[src/rtl/dram_ctrl_pkg.sv]
// Shared state encoding and default timing for the async-DRAM controller.
package dram_ctrl_pkg;

  typedef enum logic [2:0] {
    S_IDLE    = 3'd0,
    S_ROW     = 3'd1,
    S_COL     = 3'd2,
    S_CAS     = 3'd3,
    S_PRE     = 3'd4,
    S_REF_CAS = 3'd5,
    S_REF_RAS = 3'd6
  } state_t;

  localparam int DEF_ADDR_W     = 8;
  localparam int DEF_T_RCD      = 1;
  localparam int DEF_T_CSD      = 1;
  localparam int DEF_T_CAS      = 2;
  localparam int DEF_T_RP       = 2;
  localparam int DEF_T_REF      = 2;
  localparam int DEF_REF_PERIOD = 64;

  function automatic int max_of(input int a, input int b);
    return (a > b) ? a : b;
  endfunction

endpackage

[src/rtl/dram_refresh_timer.sv]
// Free-running refresh interval counter; raises pending each period until cleared.
module dram_refresh_timer
  import dram_ctrl_pkg::*;
#(
  parameter int REF_PERIOD = DEF_REF_PERIOD
) (
  input  logic clk,
  input  logic rst_n,
  input  logic clear,
  output logic pending
);

  localparam int CW = (REF_PERIOD > 2) ? $clog2(REF_PERIOD) : 1;

  logic [CW-1:0] count;
  logic          tick;

  assign tick = (count == CW'(REF_PERIOD - 1));

  always_ff @(posedge clk or negedge rst_n) begin
    if (!rst_n) begin
      count   <= '0;
      pending <= 1'b0;
    end else begin
      count <= tick ? '0 : count + 1'b1;
      // a tick while already pending is absorbed; set wins over clear
      if (tick)
        pending <= 1'b1;
      else if (clear)
        pending <= 1'b0;
    end
  end

endmodule

[src/rtl/dram_ctrl_param.sv]
// RAS/MUX/CAS access sequencer with internal CAS-before-RAS refresh.
//  state     | meaning
//  IDLE      | waiting for refresh or request
//  ROW       | RAS low, row address on pins
//  COL       | column address on pins, CAS still high
//  CAS       | CAS low, ack in last cycle
//  PRE       | RAS/CAS high precharge
//  REF_CAS   | CAS low ahead of RAS (CBR)
//  REF_RAS   | CAS and RAS low for refresh
module dram_ctrl_param
  import dram_ctrl_pkg::*;
#(
  parameter int ADDR_W     = DEF_ADDR_W,
  parameter int T_RCD      = DEF_T_RCD,
  parameter int T_CSD      = DEF_T_CSD,
  parameter int T_CAS      = DEF_T_CAS,
  parameter int T_RP       = DEF_T_RP,
  parameter int T_REF      = DEF_T_REF,
  parameter int REF_PERIOD = DEF_REF_PERIOD
) (
  input  logic                  clk_in,
  input  logic                  rst_n_in,
  input  logic                  req_in,
  input  logic                  we_in,
  input  logic [2*ADDR_W-1:0]   addr_in,
  output logic                  ack_out,
  output logic                  busy_out,
  output logic                  ras_out,
  output logic                  cas_out,
  output logic                  mux_out,
  output logic                  we_n_out,
  output logic [ADDR_W-1:0]     dram_addr_out
);

  localparam int T_MAX = max_of(max_of(max_of(T_RCD, T_CSD), max_of(T_CAS, T_RP)), T_REF);
  localparam int CNT_W = (T_MAX > 1) ? $clog2(T_MAX) : 1;

  if (T_RCD < 1 || T_CSD < 1 || T_CAS < 1 || T_RP < 1 || T_REF < 1 ||
      REF_PERIOD <= T_RCD + T_CSD + T_CAS + T_RP + T_REF + 1) begin : g_param_check
    $error("dram_ctrl_param: illegal timing parameters");
  end

  state_t             state;
  logic [CNT_W-1:0]   cnt;
  logic [ADDR_W-1:0]  col_q;
  logic               ref_pending;
  logic               ref_clear;

  assign ref_clear = (state == S_IDLE) && ref_pending;

  dram_refresh_timer #(.REF_PERIOD(REF_PERIOD)) u_ref_timer (
    .clk     (clk_in),
    .rst_n   (rst_n_in),
    .clear   (ref_clear),
    .pending (ref_pending)
  );

  always_ff @(posedge clk_in or negedge rst_n_in) begin
    if (!rst_n_in) begin
      state         <= S_IDLE;
      cnt           <= '0;
      col_q         <= '0;
      ack_out       <= 1'b0;
      busy_out      <= 1'b0;
      ras_out       <= 1'b1;
      cas_out       <= 1'b1;
      mux_out       <= 1'b0;
      we_n_out      <= 1'b1;
      dram_addr_out <= '0;
    end else begin
      ack_out <= 1'b0;
      unique case (state)
        S_IDLE: begin
          if (ref_pending) begin
            state    <= S_REF_CAS;
            cnt      <= '0;
            cas_out  <= 1'b0;
            busy_out <= 1'b1;
          end else if (req_in) begin
            state         <= S_ROW;
            cnt           <= CNT_W'(T_RCD - 1);
            col_q         <= addr_in[ADDR_W-1:0];
            dram_addr_out <= addr_in[2*ADDR_W-1:ADDR_W];
            we_n_out      <= ~we_in;
            ras_out       <= 1'b0;
            busy_out      <= 1'b1;
          end
        end
        S_ROW: begin
          if (cnt == '0) begin
            state         <= S_COL;
            cnt           <= CNT_W'(T_CSD - 1);
            mux_out       <= 1'b1;
            dram_addr_out <= col_q;
          end else begin
            cnt <= cnt - 1'b1;
          end
        end
        S_COL: begin
          if (cnt == '0) begin
            state   <= S_CAS;
            cnt     <= CNT_W'(T_CAS - 1);
            cas_out <= 1'b0;
            ack_out <= (T_CAS == 1);
          end else begin
            cnt <= cnt - 1'b1;
          end
        end
        S_CAS: begin
          if (cnt == '0) begin
            state    <= S_PRE;
            cnt      <= CNT_W'(T_RP - 1);
            ras_out  <= 1'b1;
            cas_out  <= 1'b1;
            mux_out  <= 1'b0;
            we_n_out <= 1'b1;
          end else begin
            cnt     <= cnt - 1'b1;
            // ack registers so it is visible during the final CAS-low cycle
            ack_out <= (cnt == CNT_W'(1));
          end
        end
        S_PRE: begin
          if (cnt == '0) begin
            state    <= S_IDLE;
            busy_out <= 1'b0;
          end else begin
            cnt <= cnt - 1'b1;
          end
        end
        S_REF_CAS: begin
          state   <= S_REF_RAS;
          cnt     <= CNT_W'(T_REF - 1);
          ras_out <= 1'b0;
        end
        S_REF_RAS: begin
          if (cnt == '0) begin
            state   <= S_PRE;
            cnt     <= CNT_W'(T_RP - 1);
            ras_out <= 1'b1;
            cas_out <= 1'b1;
          end else begin
            cnt <= cnt - 1'b1;
          end
        end
        default: state <= S_IDLE;
      endcase
    end
  end

endmodule

[config.mk]
export PLATFORM = sky130hd
export DESIGN_NAME = dram_ctrl_param
export DESIGN_NICKNAME = d
export VERILOG_FILES = /design/src/rtl/dram_ctrl_pkg.sv /design/src/rtl/dram_refresh_timer.sv /design/src/rtl/dram_ctrl_param.sv
export SDC_FILE = /design/constraint.sdc
export NUM_CORES = 1
export LEC_CHECK = 0
export BUFFER_PORTS_ARGS = -buffer_cell sky130_fd_sc_hd__buf_2
export CAP_MARGIN = 0
export CORE_ASPECT_RATIO = 1.5
export CORE_UTILIZATION = 49
export DETAILED_ROUTE_END_ITERATION = 8
export GPL_TIMING_DRIVEN = 1
export HOLD_SLACK_MARGIN = 0.12
export PLACE_DENSITY = 0.73
export SLEW_MARGIN = 15
export SYNTH_ARGS = -nofsm -noshare
export SYNTH_HDL_FRONTEND = slang
export SYNTH_SLANG_ARGS = --single-unit
[constraint.sdc]
create_clock -name clk_in -period 6.03 [get_ports clk_in]
set_input_delay 0.603 -clock clk_in [delete_from_list [all_inputs] [get_ports clk_in]]
set_output_delay 0.603 -clock clk_in [all_outputs]
set_load 0.01 [all_outputs]
### Word level (Yosys, flattened, before mapping)

Cells that the tools add are included.

| word-level totals | value |
|---|---|
| register bits | 33 |
| input port bits | 20 |
| output and inout bits | 14 |
| logic and storage cells | 88 |

| cells by class | value |
|---|---|
| $add $sub $neg | 2 |
| eq/ne operators | 16 |
| mux-type cells | 34 |
| bitwise logic cells | 2 |
| reduce and logical (&&, ||, !) cells | 22 |

Operators with widths:

| cell | number |
|---|---|
| 8-bit 2-to-1 mux | 3 |
| 3-bit 2-to-1 mux | 6 |
| 3-bit one-hot mux with 6 select lines | 1 |
| 1-bit 2-to-1 mux | 16 |
| 8-bit one-hot mux with 2 select lines | 1 |
| 4-bit AND reduction | 4 |
| 2-bit != test (second input constant) | 7 |
| 2-bit nonzero test | 5 |
| 3-bit equality test (second input constant) | 3 |
| 3-bit AND reduction | 3 |
| 6-bit by 1-bit adder with 6-bit output (second input constant) | 1 |
| 3-bit by 2-bit equality test with 1-bit output (second input constant) | 2 |
| 6-bit equality test (second input constant) | 1 |
| 6-bit 2-to-1 mux | 1 |
| 1-bit one-hot mux with 2 select lines | 3 |
| 1-bit one-hot mux with 3 select lines | 2 |
| 3-bit nonzero test | 2 |
| 5-bit AND reduction | 1 |
| 1-bit one-hot mux with 4 select lines | 1 |
| 4-bit nonzero test | 1 |
| 2-bit OR reduction | 2 |
| 3-bit by 1-bit equality test with 1-bit output (second input constant) | 1 |
| 3-bit logical NOT | 1 |
| 3-bit by 2-bit != test with 1-bit output (second input constant) | 1 |
| other kinds (6) | 7 |

### Longest topological paths before layout

Gate-level depths: netlist of the first run.

| depth | value |
|---|---|
| depth after elaboration | 4 |
| depth in mapped cells | 7 |
| depth with buffers taken out | 5 |

### Hierarchy

A second synthesis of the first run with hierarchy kept.

| unflattened totals | value |
|---|---|
| cells, all modules | 131 |
| area total of the unflattened synthesis | 1592.8 um2 |

Modules (own cells, without submodules):

| module | times used | cells each | area each (um2) | seq. area each (um2) |
|---|---|---|---|---|
| dram_ctrl_param | 1 | 108 | 1306.3 | 654.4 |
| dram_refresh_timer | 1 | 23 | 286.5 | 175.2 |

### Worst setup path before layout of the first run

OpenSTA, ideal clock, no wires.

| timing path | value |
|---|---|
| path type | register -> register |
| from | register state[1] |
| to | register cas_out |
| setup time | 82 ps |
| arrival time | 1869 ps |
| required time | 5948 ps |
| path slack | 4079 ps |
| stages on the path, launching flop included | 7 |
| buffers on the path | 2 |
| clock period less this slack | 1951 ps |
| cells stage by stage | dfrtp_1 > clkbuf_2 > clkbuf_1 > inv_1 > fa_1 > nor4_1 > mux2_2 |

| between the ends | value |
|---|---|
| cells in the longest elaborated chain, start to end | 4 |
| elaborated cells between the ends (all ways) | 11 |
| classes of those cells | 6 x eq/ne; 1 x mux; 4 x reduce/logical |

Ends and longest elaborated chain:

| item | RTL line | RTL |
|---|---|---|
| start, declared | dram_ctrl_param.sv:43 | `state_t state;` |
| start signal, assigned | dram_ctrl_param.sv:60 | `state <= S_IDLE;` |
| start signal, assigned | dram_ctrl_param.sv:75 | `state <= S_REF_CAS;` |
| start signal, assigned | dram_ctrl_param.sv:80 | `state <= S_ROW;` |
| 3-bit equality test or 3-bit by 2-bit equality test with 1-bit output (tied branches) | dram_ctrl_param.sv:72 | `unique case (state)` |
| 2-bit OR reduction (no line) | - |  |
| 2-bit != test (no line) or 3-bit nonzero test (tied branches) | - |  |
| 4-bit AND reduction (no line) | - |  |
| end signal, assigned | dram_ctrl_param.sv:66 | `cas_out <= 1'b1;` |
| end signal, assigned | dram_ctrl_param.sv:77 | `cas_out <= 1'b0;` |
| end signal, assigned | dram_ctrl_param.sv:103 | `cas_out <= 1'b0;` |
| end, declared | dram_ctrl_param.sv:29 | `output logic cas_out,` |

Several ways; a longest one is shown, not always the timed one.
A chain may end at the register's enable or synchronous reset.

### Worst setup path in the final report of the first run

| timing path | value |
|---|---|
| from | register state[0] |
| to | register dram_addr_out[7] |

| between the ends | value |
|---|---|
| cells in the longest elaborated chain, start to end | 3 |
| elaborated cells between the ends (all ways) | 8 |
| classes of those cells | 4 x eq/ne; 1 x mux; 3 x reduce/logical |

Ends and longest elaborated chain:

| item | RTL line | RTL |
|---|---|---|
| 3-bit by 1-bit equality test with 1-bit output or 3-bit logical NOT (tied branches) | dram_ctrl_param.sv:72 |  |
| 2-bit != test (no line) or 2-bit nonzero test (tied branches) | - |  |
| 4-bit AND reduction (no line) | - |  |
| end signal, assigned | dram_ctrl_param.sv:83 | `dram_addr_out <= addr_in[2*ADDR_W-1:ADDR_W];` |
| end signal, assigned | dram_ctrl_param.sv:94 | `dram_addr_out <= col_q;` |
| end, declared | dram_ctrl_param.sv:32 | `output logic [ADDR_W-1:0] dram_addr_out` |

Several ways; a longest one is shown, not always the timed one.

==> impl_metrics.yaml, run 1 <==
sta:
  worstMarginPinSlew_ps: 714
  rsz0062_at_grt: "false"
  fin_skew_ps: 3.43
  post-route-period-util_pct: 34.5
  min_period_ps: 2080
  setup_tns_ps: 0
  hold_violations: 0
  setup_viol: 0
  max_freq_mhz: 481
  relSlewSlack_pct: 52.4
  final_max_slew_viol_count: 0
  setup_ws_ps: 3950
critical_path:
  endpoint_kind: "flip-flop"
  reg2reg_depth: 3
  r2r-end: "dram_addr_out[7]$_DFFE_PN0P_"
  crit_path_max_fanout: 19
  rrSetupSlack_ps: 3950
  regToRegStartpoint: "state[0]$_DFFE_PN0P_"
  critical_path_class: "reg -> reg"
  worstPathArrival_ps: 2250
  start_kind: "flip-flop"
  required_ps: 6200
drt:
  first_iter_violations: 27
  vias: 1087
  routed_wl_mm: 2.85
  drc: 0
  wl_per_cell_um: 14.0
  final_antenna_net_count: 0
  firstDrtPassIters: 4
  via_per_inst: 5.33
cts:
  cts_resized: 0
  clock_latency_ps: 290
  clk_pin_slew_ps: 70
  post-cts-setup-buffers: 0
  clkSinkCount: 33
  cts_max_level: 2
  cts_buffers: 5
  clk_path_buf_depth: 2
  root_buffer: "clkbuf_8"
  hold_buffers: 0
  cts_tree: "yes"
power_and_ir_drop:
  p_leak_nw: 0.894
  irDropWorstVdd_mv: 0.314
  power_mw: 0.969
  power_density_nw_per_um2: 513
logic_synthesis:
  ys_async_sr_fraction_pct: 100
  synth_nets: 153
  ys_seq_area_share_pct: 51.2
  yosysWarnings: 0
  ys_types: 37
  syn_inst: 131
  synth-main-ff-cell: "dfrtp_1"
  synthesis.area_um2: 1620
  synth-seq-cells: 33
  synth_edf_count: 0
  synth.avg_cell_area_um2: 12.4
floorplan:
  fp-row-count: 25
  die_width_um: 48.9
  boundaryPins: 34
  die_area_um2: 3540
  start_util_pct: 51.2
  die_h_um: 72.4
  core_um2: 3160
placement:
  port-buffer-count: 33
  dpl_worst_slack_ps: 3920
  dp_hpwl_mm: 2.09
  dp.cells: 196
  place_congestion: 0.750
  place_area_um2: 1790
run_status:
  status: "finished clean"
layout:
  fillers: 257
  area_growth_syn_to_layout_pct: 16.6
  final_layout_size_suffix_gt1_share_pct: 44.5
  fin_cells: 204
  final_area_um2: 1890
  nNetsFinal: 185
  antenna_cells: 0
grt:
  grt_max_degree: 34
  gr-total-overflow: 0
  grt_pass1_vias: 1127
  grt_pass1_wl_mm: 4.99
  grtUsageTotal_pct: 18.9
  grt_antenna_before_repair: 0
flow_run:
  maxCapViolations: 0
min_path:
  hp-class: "in -> async"
## per-stage QoR
stage               utilization (%)  hold WS [ps]
floorplan                         -           307
global placement               56.6           447
detailed placement             56.6           449
CTS                            59.8           386
global route                   59.8           431
finish                         59.8           363
## worst max-delay path, stage by stage (launching register included)
cell and delay (ps):
dfrtp_1 690, nor3b_2 610, mux2_2 400, mux2_2 260
## synthesized netlist by cell type (2+ instances only)
cell / number / share of area, %
dfrtp_1: 30 / 46
mux2_2: 18 / 13
nor2_1: 9 / 2.1
mux2_4: 8 / 7.4
nand2_1: 7 / 1.6
clkbuf_1: 4 / 0.93
inv_1: 4 / 0.93
o21ai_0: 4 / 1.2
a31oi_1: 3 / 1.2
dfstp_2: 3 / 4.9
nand3_1: 3 / 0.93
nor2b_1: 3 / 1.2
a21oi_1: 2 / 0.62
a2bb2oi_1: 2 / 1.1
and3b_1: 2 / 1.1
buf_6: 2 / 1.4
nor3b_1: 2 / 0.93
nor4_1: 2 / 0.77
o21a_1: 2 / 0.93
o31ai_1: 2 / 0.93
xnor2_1: 2 / 1.1
xor2_1: 2 / 1.1
## layout by cell type, fill, tap and decap left out, drive strengths merged, types with 4 or more instances in the layout
master   n
buf     33
dfrtp   30
nor2     9
clkbuf   7
o21ai    4
nand2    7
inv      4
mux2    26
## sequential cells by signal, summed over array words and instances (netlist names)
name                 count
col_q                    8
dram_addr_out            8
u_ref_timer.count        6
state                    3
ack_out                  1
busy_out                 1
cas_out                  1
cnt                      1
mux_out                  1
ras_out                  1
u_ref_timer.pending      1
we_n_out                 1
## worst max-delay path by stage
| stage | startpoint | end | slack [ps] |
|---|---|---|---|
| global placement | state[0]$_DFFE_PN0P_ | dram_addr_out[6]$_DFFE_PN0P_ | 4010 |
| CTS | state[0]$_DFFE_PN0P_ | dram_addr_out[3]$_DFFE_PN0P_ | 3910 |
| finish | state[0]$_DFFE_PN0P_ | dram_addr_out[7]$_DFFE_PN0P_ | 3950 |
| global route | state[0]$_DFFE_PN0P_ | dram_addr_out[3]$_DFFE_PN0P_ | 3790 |
| detailed placement | state[0]$_DFFE_PN0P_ | dram_addr_out[3]$_DFFE_PN0P_ | 3920 |
| floorplan | state[1]$_DFFE_PN0P_ | cas_out$_DFFE_PN1P_ | 4080 |
## layout make-up
type	count	area (um^2)	share of cell area [%]
flip-flops and latches	33	830	43.9
clock buffers	7	96.3	5.10
repair buffers	33	165	8.75
inverters	4	15.0	0.795
well taps	40	50.0	2.65
clock inverters	1	5.00	0.265
multi-input cells	86	727	38.5
## report_power, final
part,leakage (nW),internal [mW],switching (mW)
registers,0.391,0.314,0.0898
logic,0.449,0.225,0.157
clock network,0.0542,0.103,0.0791
## metal layers
metal  global-route usage, %  vias up  part of all wire (%)
li1                        -      522                     -
met1                    21.5      533                    43
met2                    33.2       27                    51
met3                    4.82        5                   4.1
met4                    8.82        0                   2.0
met5                       0        -                     0
## kinds of logic (layout without fill, tap and decap cells)
| kind of cell | after synthesis | count (layout) | synth area share [%] |
|---|---|---|---|
| AND/OR/NAND/NOR | 33 | 33 | 11.7 |
| adder cells (fa/ha/maj) | 2 | 2 | 2.01 |
| flip-flops | 33 | 33 | 51.2 |
| buffers and inverters | 12 | 45 | 3.86 |
| multiplexers | 27 | 27 | 20.6 |
| AO/OA/AOI/OAI | 20 | 20 | 8.50 |
| XOR/XNOR | 4 | 4 | 2.16 |
Power figures use the tool's default switching activity.
==> run 2: changes to the inputs <==
--- a/config.mk
+++ b/config.mk
@@ -5,6 +5,7 @@
 export SDC_FILE = /design/constraint.sdc
 export NUM_CORES = 1
 export LEC_CHECK = 0
+export ABC_AREA = 1
 export BUFFER_PORTS_ARGS = -buffer_cell sky130_fd_sc_hd__buf_2
 export CAP_MARGIN = 0
 export CORE_ASPECT_RATIO = 1.5
@@ -12,7 +13,7 @@
 export DETAILED_ROUTE_END_ITERATION = 8
 export GPL_TIMING_DRIVEN = 1
 export HOLD_SLACK_MARGIN = 0.12
-export PLACE_DENSITY = 0.73
+export PLACE_DENSITY = 0.75
 export SLEW_MARGIN = 15
 export SYNTH_ARGS = -nofsm -noshare
 export SYNTH_HDL_FRONTEND = slang
==> constraint.sdc (replaced) <==
create_clock -name clk_in -period 1.8 [get_ports clk_in]
set_input_delay 0.18 -clock clk_in [delete_from_list [all_inputs] [get_ports clk_in]]
set_output_delay 0.18 -clock clk_in [all_outputs]
set_load 0.01 [all_outputs]
==> run 2 against run 1 <==
Non-clock buffer count rose by 3; routed wire length rose by 22%; largest power group is now combinational logic; critical path type unchanged; sequential share of layout area fell by 1.7 points; critical endpoint is now state[2]$_DFFE_PN0P_; global-route usage rose by 3.1 points.
==> impl_metrics.yaml, run 2 <==
grt:
  grt_pass1_vias: 1391
  grt_max_degree: 34
  grtUsageTotal_pct: 22.0
  grt_pass1_wl_mm: 6.03
  gr-total-overflow: 0
  grt_antenna_before_repair: 0
drt:
  via_per_inst: 5.01
  vias: 1422
  final_antenna_net_count: 0
  firstDrtPassIters: 4
  routed_wl_mm: 3.48
  first_iter_violations: 46
  drc: 0
  wl_per_cell_um: 12.3
power_and_ir_drop:
  p_sw_mw: 1.46
  power_mw: 3.33
  p_int_mw: 1.86
  p_leak_nw: 1.10
  switching_share_pct: 44.0
  pwr-share-clk_pct: 15.8
  irDropWorstVdd_mv: 0.996
  combPwrFrac_pct: 47.5
  power_density_nw_per_um2: 1690
  seq_power_share_pct: 36.7
cts:
  cts_tree: "yes"
  clk_path_buf_depth: 2
  clock_latency_ps: 280
  cts_max_level: 2
  root_buffer: "clkbuf_8"
  clk_pin_slew_ps: 70
  cts_buffers: 5
  clkSinkCount: 33
  cts_resized: 0
layout:
  reg_top3: "col_q x8, dram_addr_out x8, u_ref_timer.count x6"
  final_cell_mix: "76 x nand2_1, 33 x buf_2, 30 x dfrtp_1"
  area_growth_syn_to_layout_pct: 16.9
  nNetsFinal: 265
  fillers: 311
  antenna_cells: 0
  final_common_cell: "nand2_1"
  final_layout_size_suffix_gt1_share_pct: 24.2
logic_synthesis:
  ys_seq_area_share_pct: 49.3
  synth.avg_cell_area_um2: 8.24
  synth-seq-cells: 33
  yosysWarnings: 0
  synthTopCellsByArea: "dfrtp_1 45%, nand2_1 17%, nand3_1 7.7%"
  synth_edf_count: 0
  synth.area.mux_share_pct: 0
  synth.most_common_cell: "nand2_1"
  yosysTopAreaCell: "dfrtp_1"
  synth_xor_area_share_pct: 1.04
  ys_types: 27
  synth_fa_ha_area_share_pct: 1.93
  yosys-top-cells-count: "76 x nand2_1, 30 x dfrtp_1, 26 x nand3_1"
  ys_async_sr_fraction_pct: 100
  syn_inst: 204
  synth-main-ff-cell: "dfrtp_1"
  synth_top_family_by_area: "simple AND/OR/NAND/NOR gates"
  synth_compound_area_share_pct: 5.58
  synth_simple_gate_area_share_pct: 35.6
  synth_nets: 226
  synthesis.area_um2: 1680
  synthDominantCellAreaShare_pct: 44.6
sta:
  fin_skew_ps: 8.19
  min_period_ps: 1550
  setup_tns_ps: 0
  post-route-period-util_pct: 86.3
  setup_viol: 0
  max_freq_mhz: 644
  final_max_slew_viol_count: 0
  worstMarginPinSlew_ps: 733
  hold_violations: 0
  relSlewSlack_pct: 51.1
  rsz0062_at_grt: "false"
critical_path:
  rrSetupSlack_ps: 250
  critical_path_class: "reg -> reg"
  start_kind: "flip-flop"
  regToRegStartpoint: "state[2]$_DFFE_PN0P_"
  r2r-end: "state[2]$_DFFE_PN0P_"
  crit_path_max_fanout: 7
  worstPathArrival_ps: 1710
  required_ps: 1960
  endpoint_kind: "flip-flop"
  reg2reg_depth: 6
placement:
  dp_hpwl_mm: 2.58
  port-buffer-count: 33
  place_congestion: 0.866
floorplan:
  die_h_um: 73.8
  fp-row-count: 25
  boundaryPins: 34
  die_width_um: 49.8
  die_area_um2: 3670
  core_um2: 3220
  start_util_pct: 52.2
min_path:
  min_from: "addr_in[6]"
  hold-path-endpoint: "col_q[6]$_DFFE_PN0P_"
  holdPathStages: 3
  hp-class: "in -> reg"
run_status:
  status: "finished clean"
flow_run:
  maxCapViolations: 0
-- run 2: cell types whose count changed in the layout (fill, tap and decap cells not counted), sizes merged, moves of 3 or more --
cell / change
nor2b: -3
inv: +15
mux2: -26
nand2: +74
a31oi: -3
nand3: +24
o21ai: +4
nand4: +3
nor2: +6
a21oi: +3
nor3b: -3
-- run 2: timing repair --
item,in CTS,in global routing
hold buffers,1,0
endpoints found under the hold margin,30,0
setup buffers,0,0
-- run 2: cell families (layout without fill, tap and decap cells) --
logic type      count (synthesis)  after routing
compound gates                 17             17
xor+xnor                        2              2
fa+ha+maj                       2              2
buf+inv                        23             63
flops                          33             33
simple gates                  127            127
-- run 2: final cells by class --
class                           instances  area (um^2)  share of cell area (%)
Tap cell                               40         50.0                    2.55
Timing Repair Buffer                   36          190                    9.68
Inverter                               19         71.3                    3.63
Sequential cell                        33          830                    42.2
Clock buffer                            6         72.6                    3.69
Multi-Input combinational cell        148          742                    37.7
Clock inverter                          2         10.0                   0.509
-- run 2: stage by stage --
step	hold slack, ps	area (um^2)	util, %	setup WS [ps]	instances
after global routing	142	1970	61.0	168	284
after global placement	286	1870	58.1	375	275
after detailed placement	284	1870	58.1	336	275
after CTS	121	1970	61.0	302	284
final	128	1970	61.0	247	284
after floorplan	-116	1680	-	309	204
-- run 2: how the worst max path moves through the flow --
| stage | startpoint | to | slack (ps) | depth (start not counted) |
|---|---|---|---|---|
| 2_1_floorplan | state[1]$_DFFE_PN0P_ | ras_out$_DFFE_PN1P_ | 310 | 6 |
| 3_3_place_gp | state[2]$_DFFE_PN0P_ | state[0]$_DFFE_PN0P_ | 370 | 6 |
| 3_5_place_dp | state[2]$_DFFE_PN0P_ | state[2]$_DFFE_PN0P_ | 340 | 6 |
| 4_1_cts | state[2]$_DFFE_PN0P_ | state[2]$_DFFE_PN0P_ | 300 | 6 |
| 5_1_grt | state[2]$_DFFE_PN0P_ | state[0]$_DFFE_PN0P_ | 170 | 6 |
| 6_report | state[2]$_DFFE_PN0P_ | state[2]$_DFFE_PN0P_ | 250 | 6 |
-- run 2: layer usage --
layer / share of wire (%) / global-route usage [%] / up-vias
met5: 0 / 0 / -
met4: 2.1 / 11.4 / 0
met3: 4.3 / 4.14 / 7
met2: 50 / 37.5 / 39
met1: 43 / 26.2 / 647
li1: - / - / 729
-- run 2: power by group through the flow --
stage                     Combinational (mW)  Sequential (mW)  Clock [mW]
final                                   1.58             1.22       0.525
after global routing                    1.81             1.26       0.569
after CTS                               1.60             1.22       0.546
after detailed placement                1.59             1.23           0
after global placement                  1.54             1.22           0
after floorplan                         1.15             1.27           0
-- run 2: worst max-delay path: stages, from the launching register on --
cell	delay, ps
dfrtp_1	480
nor2_1	310
nand4_1	230
nand2_1	180
inv_1	80
nand3_1	80
nand2_1	60
==> run 3: changes to the inputs <==
--- a/config.mk
+++ b/config.mk
@@ -9,11 +9,11 @@
 export BUFFER_PORTS_ARGS = -buffer_cell sky130_fd_sc_hd__buf_2
 export CAP_MARGIN = 0
 export CORE_ASPECT_RATIO = 1.5
-export CORE_UTILIZATION = 49
+export CORE_UTILIZATION = 35
 export DETAILED_ROUTE_END_ITERATION = 8
 export GPL_TIMING_DRIVEN = 1
 export HOLD_SLACK_MARGIN = 0.12
-export PLACE_DENSITY = 0.75
+export PLACE_DENSITY = 0.57
 export SLEW_MARGIN = 15
 export SYNTH_ARGS = -nofsm -noshare
 export SYNTH_HDL_FRONTEND = slang
==> run 3 against run 2 <==
Final cell count rose by 8.1%; first-iteration DRC count fell by 46%; core utilization fell by 17 points; design area rose by 2.9%; clock power rose by 35%; routed wire length rose by 4.2%; sequential power barely moved; global-route usage fell by 6.1 points.
==> impl_metrics.yaml, run 3 (synthesized netlist as in run 2, its figures left out) <==
run_status:
  status: "finished clean"
grt:
  use_met1_pct: 18.6
  grt_antenna_before_repair: 0
  grt_pass1_wl_mm: 6.03
  globalRouteMet2Util_pct: 27.5
  grt_pass1_vias: 1312
  grt_max_degree: 34
  met3_usage_pct: 3.71
  gr-total-overflow: 0
  top_usage_layer: "met2"
  grtUsageTotal_pct: 16.0
layout:
  nNetsFinal: 264
  final_layout_size_suffix_gt1_share_pct: 23.9
  final_cell_mix: "76 x nand2_1, 33 x buf_2, 30 x dfrtp_1"
  reg_top3: "col_q x8, dram_addr_out x8, u_ref_timer.count x6"
  antenna_cells: 0
  multiInputGateArea_um2: 742
  final_common_cell: "nand2_1"
  fillers: 486
  final-seq-area_um2: 830
  area_growth_syn_to_layout_pct: 20.2
  final_area_um2: 2020
  utilization_pct: 44.2
cts:
  clk_pin_slew_ps: 70
  clkSinkCount: 33
  root_buffer: "clkbuf_8"
  clock_latency_ps: 280
  clk_path_buf_depth: 2
  cts_max_level: 2
  cts_tree: "yes"
  cts_buffers: 5
  post-cts-setup-buffers: 0
placement:
  port-buffer-count: 33
  place_area_um2: 1900
  dp_hpwl_mm: 2.67
  place_congestion: 0.754
  dpl_worst_slack_ps: 311
critical_path:
  crit_path_max_fanout: 7
  endpoint_kind: "flip-flop"
  max_stage_delay_ps: 490
  slowest_stage: "dfrtp_1"
  cp_top_family: "simple AND/OR/NAND/NOR gates"
  required_ps: 1970
  crit_path_cell_trace: "nor2_1, nand4_1, nand2_1, inv_1, nand3_1, nand2_1"
  crit_buf_inv: 1
  start_kind: "flip-flop"
  worstPathArrival_ps: 1680
  critical_path_class: "reg -> reg"
  cp_common_cell: "nand2_1"
sta:
  relSlewSlack_pct: 48.9
  whs_ps: 133
  max_freq_mhz: 661
  rsz0062_at_grt: "false"
  worstMarginPinSlew_ps: 767
  setup_viol: 0
  setup_ws_ps: 288
  setup_tns_ps: 0
  final_max_slew_viol_count: 0
  post-route-period-util_pct: 84.0
  fin_skew_ps: 2.18
  hold_violations: 0
  min_period_ps: 1510
floorplan:
  core_um2: 4580
  die_width_um: 58.6
  start_util_pct: 36.7
  die_area_um2: 5090
  fp-row-count: 30
  boundaryPins: 34
  die_h_um: 86.9
power_and_ir_drop:
  power_density_nw_per_um2: 1730
  irDropWorstVdd_mv: 0.625
  p_leak_nw: 1.11
drt:
  final_antenna_net_count: 0
  routed_wl_mm: 3.63
  via_per_inst: 4.60
  firstDrtPassIters: 4
  drc: 0
  first_iter_violations: 25
  wl_per_cell_um: 11.8
  vias: 1411
flow_run:
  maxCapViolations: 0
min_path:
  hp-class: "in -> reg"
[run 3: cell types whose count changed in the layout (fill, tap and decap cells not counted), sizes merged]
cell	before	now
buf	35	34
clkbuf	6	7
bufinv	0	1
clkinv	2	0
[run 3: final timing paths]
check                      slack [ps]                          from                      endpoint  depth (start not counted)
setup / recovery                  290          state[2]$_DFFE_PN0P_          state[2]$_DFFE_PN0P_                          6
hold / removal                    130                    addr_in[7]          col_q[7]$_DFFE_PN0P_                          3
setup reg to reg                  290          state[2]$_DFFE_PN0P_          state[2]$_DFFE_PN0P_                          6
hold reg to reg                   470  dram_addr_out[4]$_DFFE_PN0P_  dram_addr_out[4]$_DFFE_PN0P_                          2
max in group asynchronous         810                      rst_n_in          col_q[0]$_DFFE_PN0P_                          2
min in group asynchronous         510                      rst_n_in  dram_addr_out[5]$_DFFE_PN0P_                          2
[run 3: area by class of cell]
class | count | area share [%]
Sequential cell | 33 | 41.0
Multi-Input combinational cell | 148 | 36.7
Timing Repair Buffer | 35 | 9.03
Clock buffer | 7 | 4.27
Tap cell | 64 | 3.96
Inverter | 19 | 3.53
Clock inverter | 1 | 1.49
[run 3: stage by stage]
| step | power (mW) | std cells |
|---|---|---|
| finish | 3.50 | 307 |
| global route | 3.81 | 307 |
| CTS | 3.55 | 307 |
| detailed placement | 2.82 | 298 |
| global placement | 2.81 | 298 |
| floorplan | 2.42 | 204 |
[run 3: where the power goes]
| group | total (mW) | internal (mW) | leakage, nW | switching (mW) |
|---|---|---|---|---|
| registers | 1.21 | 1.04 | 0.396 | 0.174 |
| logic | 1.57 | 0.551 | 0.660 | 1.02 |
| clock network | 0.710 | 0.451 | 0.0585 | 0.259 |
| total | 3.50 | 2.04 | 1.11 | 1.46 |
[run 3: worst register-to-register path, cell delays in order (launching register included)]
cell and delay (ps):
dfrtp_1 490, nor2_1 290, nand4_1 230, nand2_1 170, inv_1 90, nand3_1 80
nand2_1 50
[run 3: repair_timing]
item                      4_1_cts  5_1_grt
hold buffers                    1        0
hold endpoints to repair       30        0
gates resized for setup         0        0
[run 3: metal layers]
metal	part of all wire, %	vias up
met1	43	643
li1	-	730
met4	1.2	0
met2	52	33
met3	3.4	5
met5	0	-
